===== src/rtl/mux_scan_ctrl.sv =====
// Channel sequencer for a 4:1 single-bit mux: steps through the enabled channels and assembles one 4-bit frame per pass.
// Optional build macro MUX_SCAN_PARITY_EN adds the frame_par output (even parity of each frame that gets loaded).
module mux_scan_ctrl #(
    parameter int DWELL = 4,
    parameter int CNT_W = 8
) (
    input  logic       clk,
    input  logic       rst,
    input  logic       start,
    input  logic       continuous,
    input  logic [3:0] mask,
    input  logic       mux_out,
    output logic [1:0] sel,
    output logic [3:0] frame,
    output logic       frame_valid,
    input  logic       frame_ready,
    output logic       busy,
`ifdef MUX_SCAN_PARITY_EN
    output logic       frame_par,
`endif
    output logic       ovf
);

    typedef enum logic {IDLE, SCAN} state_t;

    state_t             state_q, state_d;
    logic [CNT_W-1:0]   cnt_q, cnt_d;
    logic [1:0]         sel_q, sel_d;
    logic [3:0]         mask_q, mask_d;
    logic [3:0]         shadow_q, shadow_d;
    logic [3:0]         frame_q, frame_d;
    logic               frame_valid_q, frame_valid_d;
    logic               ovf_q, ovf_d;
`ifdef MUX_SCAN_PARITY_EN
    logic               frame_par_q, frame_par_d;
`endif

    logic               accept;
    logic               last_dwell;
    logic               complete;
    logic [2:0]         next_info;
    logic [3:0]         new_frame;

    function automatic logic [1:0] lowest_chan(input logic [3:0] m);
        lowest_chan = 2'd0;
        for (int i = 3; i >= 0; i--) begin
            if (m[i]) lowest_chan = 2'(i);
        end
    endfunction

    // Returns {found, channel} for the lowest enabled channel strictly above cur.
    function automatic logic [2:0] next_chan(input logic [3:0] m, input logic [1:0] cur);
        next_chan = 3'b000;
        for (int i = 3; i >= 0; i--) begin
            if (m[i] && (i > int'(cur))) next_chan = {1'b1, 2'(i)};
        end
    endfunction

    assign accept     = (state_q == IDLE) && start && (mask != 4'b0000);
    assign last_dwell = (cnt_q == CNT_W'(DWELL - 1));
    assign next_info  = next_chan(mask_q, sel_q);
    assign complete   = (state_q == SCAN) && last_dwell && !next_info[2];

    // The bit under sel is taken live from the mux on the completing edge; disabled channels read 0.
    generate
        for (genvar gi = 0; gi < 4; gi++) begin : g_frame_bit
            assign new_frame[gi] = mask_q[gi] & ((sel_q == 2'(gi)) ? mux_out : shadow_q[gi]);
        end
    endgenerate

    always_ff @(posedge clk) begin
        if (rst) begin
            state_q       <= IDLE;
            cnt_q         <= '0;
            sel_q         <= 2'd0;
            mask_q        <= 4'b0000;
            shadow_q      <= 4'b0000;
            frame_q       <= 4'b0000;
            frame_valid_q <= 1'b0;
            ovf_q         <= 1'b0;
        end else begin
            state_q       <= state_d;
            cnt_q         <= cnt_d;
            sel_q         <= sel_d;
            mask_q        <= mask_d;
            shadow_q      <= shadow_d;
            frame_q       <= frame_d;
            frame_valid_q <= frame_valid_d;
            ovf_q         <= ovf_d;
        end
    end

    always_comb begin
        state_d = state_q;
        case (state_q)
            IDLE: if (accept) state_d = SCAN;
            SCAN: if (complete && !continuous) state_d = IDLE;
            default: state_d = IDLE;
        endcase
    end

    always_comb begin
        cnt_d    = cnt_q;
        sel_d    = sel_q;
        mask_d   = mask_q;
        shadow_d = shadow_q;
        if (accept) begin
            mask_d   = mask;
            shadow_d = 4'b0000;
            sel_d    = lowest_chan(mask);
            cnt_d    = '0;
        end else if (state_q == SCAN) begin
            if (last_dwell) begin
                cnt_d           = '0;
                shadow_d[sel_q] = mux_out;
                if (next_info[2]) begin
                    sel_d = next_info[1:0];
                end else if (continuous) begin
                    sel_d    = lowest_chan(mask_q);
                    shadow_d = 4'b0000;
                end
            end else begin
                cnt_d = cnt_q + CNT_W'(1);
            end
        end
    end

    // A completion against an unconsumed, unaccepted frame is dropped and flagged.
    always_comb begin
        frame_d       = frame_q;
        frame_valid_d = frame_valid_q;
        ovf_d         = ovf_q;
        if (complete) begin
            if (frame_valid_q && !frame_ready) begin
                ovf_d = 1'b1;
            end else begin
                frame_d       = new_frame;
                frame_valid_d = 1'b1;
            end
        end else if (frame_valid_q && frame_ready) begin
            frame_valid_d = 1'b0;
        end
    end

`ifdef MUX_SCAN_PARITY_EN
    always_ff @(posedge clk) begin
        if (rst) frame_par_q <= 1'b0;
        else     frame_par_q <= frame_par_d;
    end

    always_comb begin
        frame_par_d = frame_par_q;
        if (complete && !(frame_valid_q && !frame_ready)) frame_par_d = ^new_frame;
    end

    assign frame_par = frame_par_q;
`endif

    always_comb begin
        busy        = (state_q == SCAN);
        sel         = sel_q;
        frame       = frame_q;
        frame_valid = frame_valid_q;
        ovf         = ovf_q;
    end

endmodule


===== config.mk =====
export PLATFORM = sky130hd
export DESIGN_NAME = mux_scan_ctrl
export DESIGN_NICKNAME = d
export VERILOG_FILES = /design/src/rtl/mux_scan_ctrl.sv
export SDC_FILE = /design/constraint.sdc
export NUM_CORES = 1
export LEC_CHECK = 0
export CAP_MARGIN = 40
export CORE_MARGIN = 1.5
export CORE_UTILIZATION = 57
export CTS_CLUSTER_SIZE = 30
export DETAILED_ROUTE_END_ITERATION = 7
export PLACE_DENSITY = 0.83
export REMOVE_ABC_BUFFERS = 1
export SLEW_MARGIN = 20
export SYNTH_ARGS = -nofsm -noshare
export SYNTH_HDL_FRONTEND = slang
export SYNTH_SLANG_ARGS = --single-unit

===== constraint.sdc =====
create_clock -name clk -period 3.02 [get_ports clk]
set_input_delay 0.906 -clock clk [delete_from_list [all_inputs] [get_ports clk]]
set_output_delay 0.906 -clock clk [all_outputs]
set_load 0.02 [all_outputs]

==> impl_metrics.env, run 1 <==
export IMPL_wire_per_inst_um=14.1
export IMPL_setup_ws_ns=0.521
export IMPL_finalSetupViolCount=0
export IMPL_grt_usage=0.234
export IMPL_p_sw_frac=0.283
export IMPL_die_y_um=50.4
export IMPL_first_iter_violations=21
export IMPL_run_status="complete, no violations"
export IMPL_cp_max_fo=12
export IMPL_ys_seq_area_frac=0.390
export IMPL_die_w_um=50.4
export IMPL_cts_sinks=25
export IMPL_first_pass_iters=4
export IMPL_clock_path_buffers=2
export IMPL_placed_area_mm2=0.00148
export IMPL_grt_pass1_wl_um=4540
export IMPL_cts_hold_buf=0
export IMPL_antenna_found_initial=0
export IMPL_finalWirelength_um=2650
export IMPL_ys_types=42
export IMPL_finalClockSkew_ns=0.00929
export IMPL_cts_buffers=3
export IMPL_start_util=0.628
export IMPL_crit_slowest_cell="clkdlybuf4s50_1"
export IMPL_post_cts_setup_buffers=0
export IMPL_fin_setup_tns_ns=0
export IMPL_coreArea_mm2=0.00204
export IMPL_use_met1=0.275
export IMPL_drc=0
export IMPL_fin_cells=188
export IMPL_pre_cts_slack_ns=0.519
export IMPL_ir_drop_mv=0.374
export IMPL_cp_end_kind="primary output"
export IMPL_final_nets=173
export IMPL_grt_most_used_layer="met2"
export IMPL_met3_usage=0.0298
export IMPL_final_area_mm2=0.00151
export IMPL_area_growth_pct=17.9
export IMPL_use_met2=0.432
export IMPL_tightest_slew_ns=0.425
export IMPL_post_route_util=0.740
export IMPL_clk_pin_slew_ns=0.14
export IMPL_num_rows=16
export IMPL_vias_per_cell=5.67
export IMPL_drtAntennaViolNets=0
export IMPL_grt_max_degree=16
export IMPL_place_gp_congestion=0.824
export IMPL_synthCells=143
export IMPL_drv_slew=0
export IMPL_fin_crit_sh=0.827
export IMPL_min_path_type="flop to flop"
export IMPL_clockPowerShare=0.254
export IMPL_crit_buf_inv=1
export IMPL_grt_ovfl_total=0
export IMPL_p_sw_mw=0.170
export IMPL_h_tree_depth=1
export IMPL_drive_gt1_frac=0.0932
export IMPL_power_frac_comb=0.156
export IMPL_p_seq_frac=0.590
export IMPL_slew_headroom=0.714
export IMPL_cp_top_family="buffers and inverters"
export IMPL_fmax_mhz=400
export IMPL_dp_hpwl_um=2040
export IMPL_ctsResizeCount=0
export IMPL_critPathKind="flop to primary output"
export IMPL_die_area_mm2=0.00254
export IMPL_cts_root_buf="clkbuf_4"
export IMPL_dp_cells=184
export IMPL_cts_tree="done"
export IMPL_fin_crit_ns=2.50
export IMPL_insertion_delay_ns=0.32
export IMPL_drv_cap=0
export IMPL_ios=19
export IMPL_avgSynthCellArea_um2=8.97
export IMPL_power_density_mw_per_mm2=399
export IMPL_grt_pass1_vias=1010
export IMPL_finalHoldViolations=0
export IMPL_setup_worst_path_start_class="flop"
export IMPL_ys_ff_latch=25
export IMPL_max_stage_delay_ns=0.68
export IMPL_vias=1066
export IMPL_critical_path_arrival_ns=1.59
export IMPL_yosys_warnings=0
export IMPL_intPower_mw=0.432
export IMPL_netlist_area_mm2=0.00128
export IMPL_port_buffers=18
export IMPL_diodes=0
export IMPL_power_leakage_nw=0.507
export IMPL_crit_required_ns=2.11
export IMPL_rsz0062_at_grt="false"
export IMPL_worstPathCellList="clkdlybuf4s50_1"
[Yosys cell counts, drive strengths merged]
master	number	area [µm²]
a211oi	2	20.0
a21o	1	7.51
a21oi	13	65.1
a221oi	1	26.3
a22oi	2	15.0
a31oi	1	6.26
and2b	1	8.76
and3	2	12.5
and4	1	8.76
buf	3	15.0
clkbuf	2	7.51
dfxtp	25	500
ha	1	12.5
inv	7	26.3
mux2i	4	40.0
nand2	10	37.5
nand2b	7	43.8
nand3	2	22.5
nand3b	5	37.5
nand4	2	12.5
nor2	17	66.3
nor2b	3	18.8
nor3	4	20.0
nor3b	2	26.3
nor4	2	33.8
nor4b	1	23.8
o21ai	5	25.0
o21bai	2	26.3
o22ai	4	25.0
o31a	1	8.76
o31ai	1	7.51
or2	1	6.26
or2b	1	7.51
xnor2	2	17.5
xor2	5	43.8
[sequential cells by signal, summed over array words and instances, names as in the netlist]
name	cells
shadow_q	4
ovf	1
sel	2
frame_valid	1
cnt_q	8
busy	1
mask_q	4
frame	4
[placed cells by master (no fill, tap or decap), drive strengths merged, types with 3 or more instances in the layout]
cell           count
a21oi             13
clkbuf             3
clkdlybuf4s50     18
dfxtp             25
inv                7
mux2i              4
nand2             10
nand2b             7
nand3b             5
nor2              17
nor2b              3
nor3               4
o21ai              5
o22ai              4
xor2               5
[metrics by stage]
stage               hold WS [ns]  power (mW)
finish                     0.482       0.602
global route               0.501       0.634
CTS                        0.484       0.605
detailed placement         0.464       0.456
global placement           0.457       0.453
floorplan                  0.451       0.417
[kinds of logic (layout without fill, tap and decap cells)]
kind of cell,after synthesis,after routing,synth area share
flip-flops,25,25,0.390
buffers and inverters,12,30,0.0381
multiplexers,4,4,0.0312
XOR/XNOR,7,7,0.0478
AO/OA/AOI/OAI,33,33,0.181
AND/OR/NAND/NOR,61,61,0.301
adder cells (fa/ha/maj),1,1,0.00975
[power groups by stage]
stage                     combinational (mW)  sequential [mW]  clock, mW
final                                 0.0939            0.355      0.153
after global routing                   0.103            0.358      0.173
after CTS                             0.0938            0.355      0.156
after detailed placement              0.0937            0.362          0
after global placement                0.0914            0.362          0
after floorplan                       0.0547            0.362          0
[metal layers]
metal / part of all wire / up-vias
li1: - / 538
met1: 0.45 / 504
met2: 0.51 / 18
met3: 0.022 / 6
met4: 0.017 / 0
met5: 0 / -
[final timing paths]
path	cells past startpoint	slack, ns	endpoint	from
min reg2reg	2	0.48	frame[1]	frame[1]
min	2	0.48	frame[1]	frame[1]
max reg2reg	6	1.17	sel[0]	cnt_q[0]
max	1	0.52	sel[1]	sel[1]
[area by class of cell]
class | count | area (µm²)
well taps | 27 | 33.8
multi-input cells | 106 | 733
repair buffers | 19 | 188
clock inverters | 1 | 7.51
flip-flops and latches | 25 | 500
inverters | 7 | 26.3
fillers | 165 | 531
clock buffers | 3 | 22.5
No activity file was read; power rests on OpenSTA's default activity.
==> run 2, diff against run 1 <==
--- a/config.mk
+++ b/config.mk
@@ -6,11 +6,12 @@
 export NUM_CORES = 1
 export LEC_CHECK = 0
 export CAP_MARGIN = 40
+export CORE_ASPECT_RATIO = 1.75
 export CORE_MARGIN = 1.5
-export CORE_UTILIZATION = 57
+export CORE_UTILIZATION = 52
 export CTS_CLUSTER_SIZE = 30
 export DETAILED_ROUTE_END_ITERATION = 7
-export PLACE_DENSITY = 0.83
+export PLACE_DENSITY = 0.77
 export REMOVE_ABC_BUFFERS = 1
 export SLEW_MARGIN = 20
 export SYNTH_ARGS = -nofsm -noshare
==> constraint.sdc (replaced) <==
create_clock -name clk -period 2.52 [get_ports clk]
set_input_delay 0.756 -clock clk [delete_from_list [all_inputs] [get_ports clk]]
set_output_delay 0.756 -clock clk [all_outputs]
set_load 0.02 [all_outputs]
==> run 2 against run 1 <==
  * Utilization fell by 7.8 points
  * Worst hold slack lost 0.0060 ns
  * First-iteration DRC count fell by 33%
  * Count of clock-buffer cells in the layout increased by 1
  * Critical endpoint unchanged
  * Largest cell class unchanged
==> impl_metrics.env, run 2 (synthesized netlist as in run 1, its figures left out) <==
export IMPL_dp_hpwl_um=2040
export IMPL_critical_path_arrival_ns=1.53
export IMPL_vias=1054
export IMPL_p_sw_mw=0.199
export IMPL_r2r_slack_ns=0.67
export IMPL_wire_per_inst_um=13.9
export IMPL_diodes=0
export IMPL_final_common_cell="dfxtp_1"
export IMPL_ir_drop_mv=0.364
export IMPL_h_tree_depth=1
export IMPL_cts_buffers=3
export IMPL_ctsResizeCount=0
export IMPL_cp_end_kind="primary output"
export IMPL_finalSetupViolCount=0
export IMPL_grt_usage=0.214
export IMPL_tightest_slew_ns=0.422
export IMPL_drive_gt1_frac=0.0870
export IMPL_power_frac_comb=0.144
export IMPL_clockPowerShare=0.303
export IMPL_post_route_util=0.662
export IMPL_crit_required_ns=1.76
export IMPL_antenna_found_initial=0
export IMPL_ios=19
export IMPL_drtAntennaViolNets=0
export IMPL_setup_worst_path_start_class="flop"
export IMPL_min_path_type="flop to flop"
export IMPL_drv_cap=0
export IMPL_finalWirelength_um=2590
export IMPL_port_buffers=18
export IMPL_fin_hold_ws_ns=0.476
export IMPL_intPower_mw=0.570
export IMPL_drc=0
export IMPL_fin_setup_tns_ns=0
export IMPL_grt_pass1_wl_um=4220
export IMPL_crit_slowest_cell="clkdlybuf4s50_1"
export IMPL_p_sw_frac=0.259
export IMPL_grt_ovfl_total=0
export IMPL_num_rows=23
export IMPL_area_growth_pct=18.8
export IMPL_cts_sinks=25
export IMPL_finalClockSkew_ns=0.00296
export IMPL_largest_reg_flops=8
export IMPL_slew_headroom=0.717
export IMPL_worstPathCellList="clkdlybuf4s50_1"
export IMPL_setup_ws_ns=0.233
export IMPL_first_pass_iters=4
export IMPL_rsz0062_at_grt="false"
export IMPL_drv_slew=0
export IMPL_finalHoldViolations=0
export IMPL_cts_hold_buf=0
export IMPL_cp_top_family="buffers and inverters"
export IMPL_fin_crit_sh=0.907
export IMPL_cp_max_fo=12
export IMPL_hold_start="shadow_q[0]"
export IMPL_cts_root_buf="clkbuf_8"
export IMPL_first_iter_violations=14
export IMPL_power_density_mw_per_mm2=505
export IMPL_start_util=0.557
export IMPL_r2r_start="cnt_q[0]"
export IMPL_cts_tree="done"
export IMPL_clock_path_buffers=2
export IMPL_max_stage_delay_ns=0.69
export IMPL_pre_cts_slack_ns=0.158
export IMPL_place_gp_congestion=0.807
export IMPL_reg2reg_depth=6
export IMPL_final_cell_mix="dfxtp_1, clkdlybuf4s50_1, nor2_1, a21oi_1, nand2_1"
export IMPL_grt_pass1_vias=994
export IMPL_r2r_end="frame[2]"
export IMPL_fmax_mhz=437
export IMPL_coreArea_mm2=0.00230
export IMPL_holdPathEnd="shadow_q[0]"
export IMPL_final_nets=173
export IMPL_die_w_um=40.5
export IMPL_post_cts_setup_buffers=0
export IMPL_critPathKind="flop to primary output"
export IMPL_run_status="complete, no violations"
export IMPL_grt_max_degree=14
export IMPL_die_y_um=68.7
export IMPL_power_leakage_nw=0.516
export IMPL_die_area_mm2=0.00278
export IMPL_p_seq_frac=0.553
export IMPL_clk_pin_slew_ns=0.08
export IMPL_fin_crit_ns=2.29
export IMPL_worstHoldPathCells=2
export IMPL_vias_per_cell=5.67
export IMPL_insertion_delay_ns=0.26
export IMPL_regMostFlops="cnt_q"
export IMPL_crit_buf_inv=1
-- run 2: cell count changes in the layout (fill, tap and decap cells not counted), sizes merged --
cell and delta:
clkbuf +1, clkinvlp -1
-- run 2: metrics by stage --
stage                     cell area [µm²]  power (mW)  cells
after global routing                 1520       0.800    186
final                                1520       0.769    186
after detailed placement             1480       0.546    182
after global placement               1480       0.543    182
after CTS                            1520       0.775    186
after floorplan                      1260       0.499    138
-- run 2: per-layer routing --
metal	track usage	part of all wire	vias to the layer above	routed length, µm
li1	-	-	536	-
met1	0.225	0.39	498	1020
met5	0	0	-	0
met2	0.407	0.57	15	1490
met4	0.0625	0.013	0	34
met3	0.0288	0.020	5	52
-- run 2: power by group through the flow --
stage	clock network (mW)	registers [mW]	logic, mW
CTS	0.238	0.426	0.112
global route	0.250	0.428	0.122
detailed placement	0	0.435	0.111
finish	0.233	0.425	0.111
global placement	0	0.434	0.109
floorplan	0	0.434	0.0656
-- run 2: final cells by class --
| cell class | instances | area (µm²) |
|---|---|---|
| inverters | 7 | 26.3 |
| flip-flops and latches | 25 | 500 |
| clock buffers | 4 | 45.0 |
| fillers | 219 | 778 |
| repair buffers | 19 | 188 |
| multi-input cells | 106 | 733 |
| well taps | 25 | 31.3 |
-- run 2: worst max path at each step --
stage / startpoint / endpoint / slack [ns] / cells past startpoint
global placement: mask[0] / shadow_q[2] / 0.25 / 6
CTS: busy / busy / 0.22 / 1
floorplan: cnt_q[0] / sel[0] / 0.86 / 6
finish: sel[1] / sel[1] / 0.23 / 1
global route: sel[1] / sel[1] / 0.17 / 1
detailed placement: mask[0] / shadow_q[1] / 0.16 / 6
==> run 3, diff against run 2 <==
--- a/config.mk
+++ b/config.mk
@@ -5,13 +5,14 @@
 export SDC_FILE = /design/constraint.sdc
 export NUM_CORES = 1
 export LEC_CHECK = 0
+export ABC_AREA = 1
 export CAP_MARGIN = 40
 export CORE_ASPECT_RATIO = 1.75
 export CORE_MARGIN = 1.5
-export CORE_UTILIZATION = 52
+export CORE_UTILIZATION = 53
 export CTS_CLUSTER_SIZE = 30
 export DETAILED_ROUTE_END_ITERATION = 7
-export PLACE_DENSITY = 0.77
+export PLACE_DENSITY = 0.78
 export REMOVE_ABC_BUFFERS = 1
 export SLEW_MARGIN = 20
 export SYNTH_ARGS = -nofsm -noshare
==> run 3 against run 2 <==
  * Maximum frequency is 2.7% higher
  * Utilization is 0.65 points lower
  * Highest routed layer unchanged
  * Worst hold slack worse by 0.018 ns
  * Combinational power is 24% higher
==> impl_metrics.env, run 3 <==
export IMPL_netlist_area_mm2=0.00137
export IMPL_cp_max_fo=8
export IMPL_vias=1329
export IMPL_tightest_slew_ns=0.548
export IMPL_fin_setup_tns_ns=0
export IMPL_ir_drop_mv=0.301
export IMPL_ios=19
export IMPL_final_area_mm2=0.00161
export IMPL_placed_area_mm2=0.00157
export IMPL_fin_crit_sh=0.884
export IMPL_seq_area_um2=500
export IMPL_crit_buf_inv=1
export IMPL_coreArea_mm2=0.00246
export IMPL_power_total_mw=0.800
export IMPL_num_rows=24
export IMPL_die_area_mm2=0.00291
export IMPL_grt_pass1_vias=1205
export IMPL_clock_path_buffers=2
export IMPL_finalWirelength_um=3100
export IMPL_drv_slew=0
export IMPL_crit_required_ns=1.76
export IMPL_cts_tree="done"
export IMPL_ys_seq_area_frac=0.365
export IMPL_cts_buffers=3
export IMPL_synth_edff_count=0
export IMPL_die_w_um=41.5
export IMPL_final_nets=237
export IMPL_yosys_warnings=0
export IMPL_cts_hold_buf=0
export IMPL_power_leakage_nw=0.639
export IMPL_synth_most_common_cell="nand2_1"
export IMPL_largest_reg_flops=8
export IMPL_ys_types=28
export IMPL_fmax_mhz=449
export IMPL_critical_path_arrival_ns=1.47
export IMPL_synth_common_cells="nand2_1, inv_1, nor2_1"
export IMPL_synthCells=205
export IMPL_vias_per_cell=5.29
export IMPL_netlist_area_leader_share=0.365
export IMPL_final_cell_mix="nand2_1, inv_1, nor2_1, dfxtp_1, clkdlybuf4s50_1"
export IMPL_max_stage_delay_ns=0.67
export IMPL_insertion_delay_ns=0.27
export IMPL_cts_root_buf="clkbuf_8"
export IMPL_crit_slowest_cell="clkdlybuf4s50_1"
export IMPL_synthFlopType="dfxtp_1"
export IMPL_fill_cells=240
export IMPL_critPathKind="flop to primary output"
export IMPL_post_cts_setup_buffers=0
export IMPL_first_iter_violations=30
export IMPL_finalSetupViolCount=0
export IMPL_drv_cap=0
export IMPL_cp_end_kind="primary output"
export IMPL_port_buffers=18
export IMPL_run_status="complete, no violations"
export IMPL_die_y_um=70.3
export IMPL_first_pass_iters=4
export IMPL_drc=0
export IMPL_min_path_type="flop to flop"
export IMPL_ys_async_sr_fraction=0
export IMPL_rsz0062_at_grt="false"
export IMPL_setup_worst_path_start_class="flop"
export IMPL_slew_headroom=0.633
export IMPL_synth_area_top_cells="dfxtp_1, nand2_1, inv_1"
export IMPL_diodes=0
export IMPL_clk_pin_slew_ns=0.09
export IMPL_start_util=0.557
export IMPL_fin_crit_ns=2.23
export IMPL_synth_top_area_cell="dfxtp_1"
export IMPL_finalClockSkew_ns=0.00598
export IMPL_dp_hpwl_um=2560
export IMPL_drtAntennaViolNets=0
export IMPL_power_density_mw_per_mm2=496
export IMPL_grt_ovfl_total=0
export IMPL_place_gp_congestion=0.956
export IMPL_grt_usage=0.215
export IMPL_multi_input_area_um2=732
export IMPL_wire_per_inst_um=12.4
export IMPL_ys_ff_latch=25
export IMPL_worstPathCellList="clkdlybuf4s50_1"
export IMPL_area_growth_pct=17.7
export IMPL_finalHoldViolations=0
export IMPL_grt_max_degree=16
export IMPL_post_route_util=0.655
export IMPL_avgSynthCellArea_um2=6.69
export IMPL_ctsResizeCount=0
export IMPL_cts_sinks=25
export IMPL_antenna_found_initial=0
export IMPL_drive_gt1_frac=0.107
export IMPL_grt_pass1_wl_um=4920
export IMPL_h_tree_depth=1
export IMPL_regMostFlops="cnt_q"
export IMPL_final_common_cell="nand2_1"
export IMPL_cp_top_family="buffers and inverters"
run 3: cell types whose count changed after synthesis, sizes merged, moves of 3 or more:
cell and change:
nand2 +50, inv +25, nand3 +16, nor2 +16
nand2b -7, o21ai +6, nand3b -5, a21oi -4
mux2i -4, nor2b -3, o22ai -3, xor2 -3
run 3: worst min-delay path, stage by stage (launching register included):
cell	delay (ns)
dfxtp_1	0.32
inv_1	0.05
a21oi_1	0.05
run 3: stage by stage:
stage | setup slack (ns) | hold WS (ns) | cells
finish | 0.293 | 0.458 | 251
global route | 0.263 | 0.503 | 251
CTS | 0.295 | 0.464 | 251
detailed placement | 0.348 | 0.450 | 247
global placement | 0.437 | 0.447 | 247
floorplan | 0.973 | 0.450 | 203
run 3: final cells by class:
| class | count | area share |
|---|---|---|
| multi-input combinational | 146 | 0.453 |
| sequential | 25 | 0.310 |
| timing repair buffer | 18 | 0.112 |
| inverter | 32 | 0.0744 |
| clock buffer | 3 | 0.0256 |
| tap | 26 | 0.0202 |
| clock inverter | 1 | 0.00465 |
run 3: final timing paths:
check                              start  endpoint  slack (ns)  depth (start not counted)
worst max register to register  cnt_q[1]    sel[1]        0.90                         10
worst max-delay path                busy      busy        0.29                          1
worst min register to register       ovf       ovf        0.46                          2
worst min-delay path                 ovf       ovf        0.46                          2
run 3: cell families (layout without fill, tap and decap cells):
| family | Yosys count | in the layout | synth area share |
|---|---|---|---|
| simple gates | 119 | 119 | 0.417 |
| xor+xnor | 2 | 2 | 0.0128 |
| compound gates | 24 | 24 | 0.0949 |
| flops | 25 | 25 | 0.365 |
| fa+ha+maj | 1 | 1 | 0.00912 |
| buf+inv | 34 | 54 | 0.101 |
run 3: power breakdown:
group          internal, mW  switching [mW]
registers             0.406          0.0160
clock network         0.112           0.128
logic                0.0531          0.0845
total                 0.571           0.229
run 3: metal layers:
layer / GRT usage / routed length (µm) / up-vias
met5: 0 / 0 / -
met3: 0.0155 / 96 / 7
met2: 0.424 / 1800 / 32
met4: 0.0753 / 47 / 0
met1: 0.227 / 1160 / 607
li1: - / - / 683
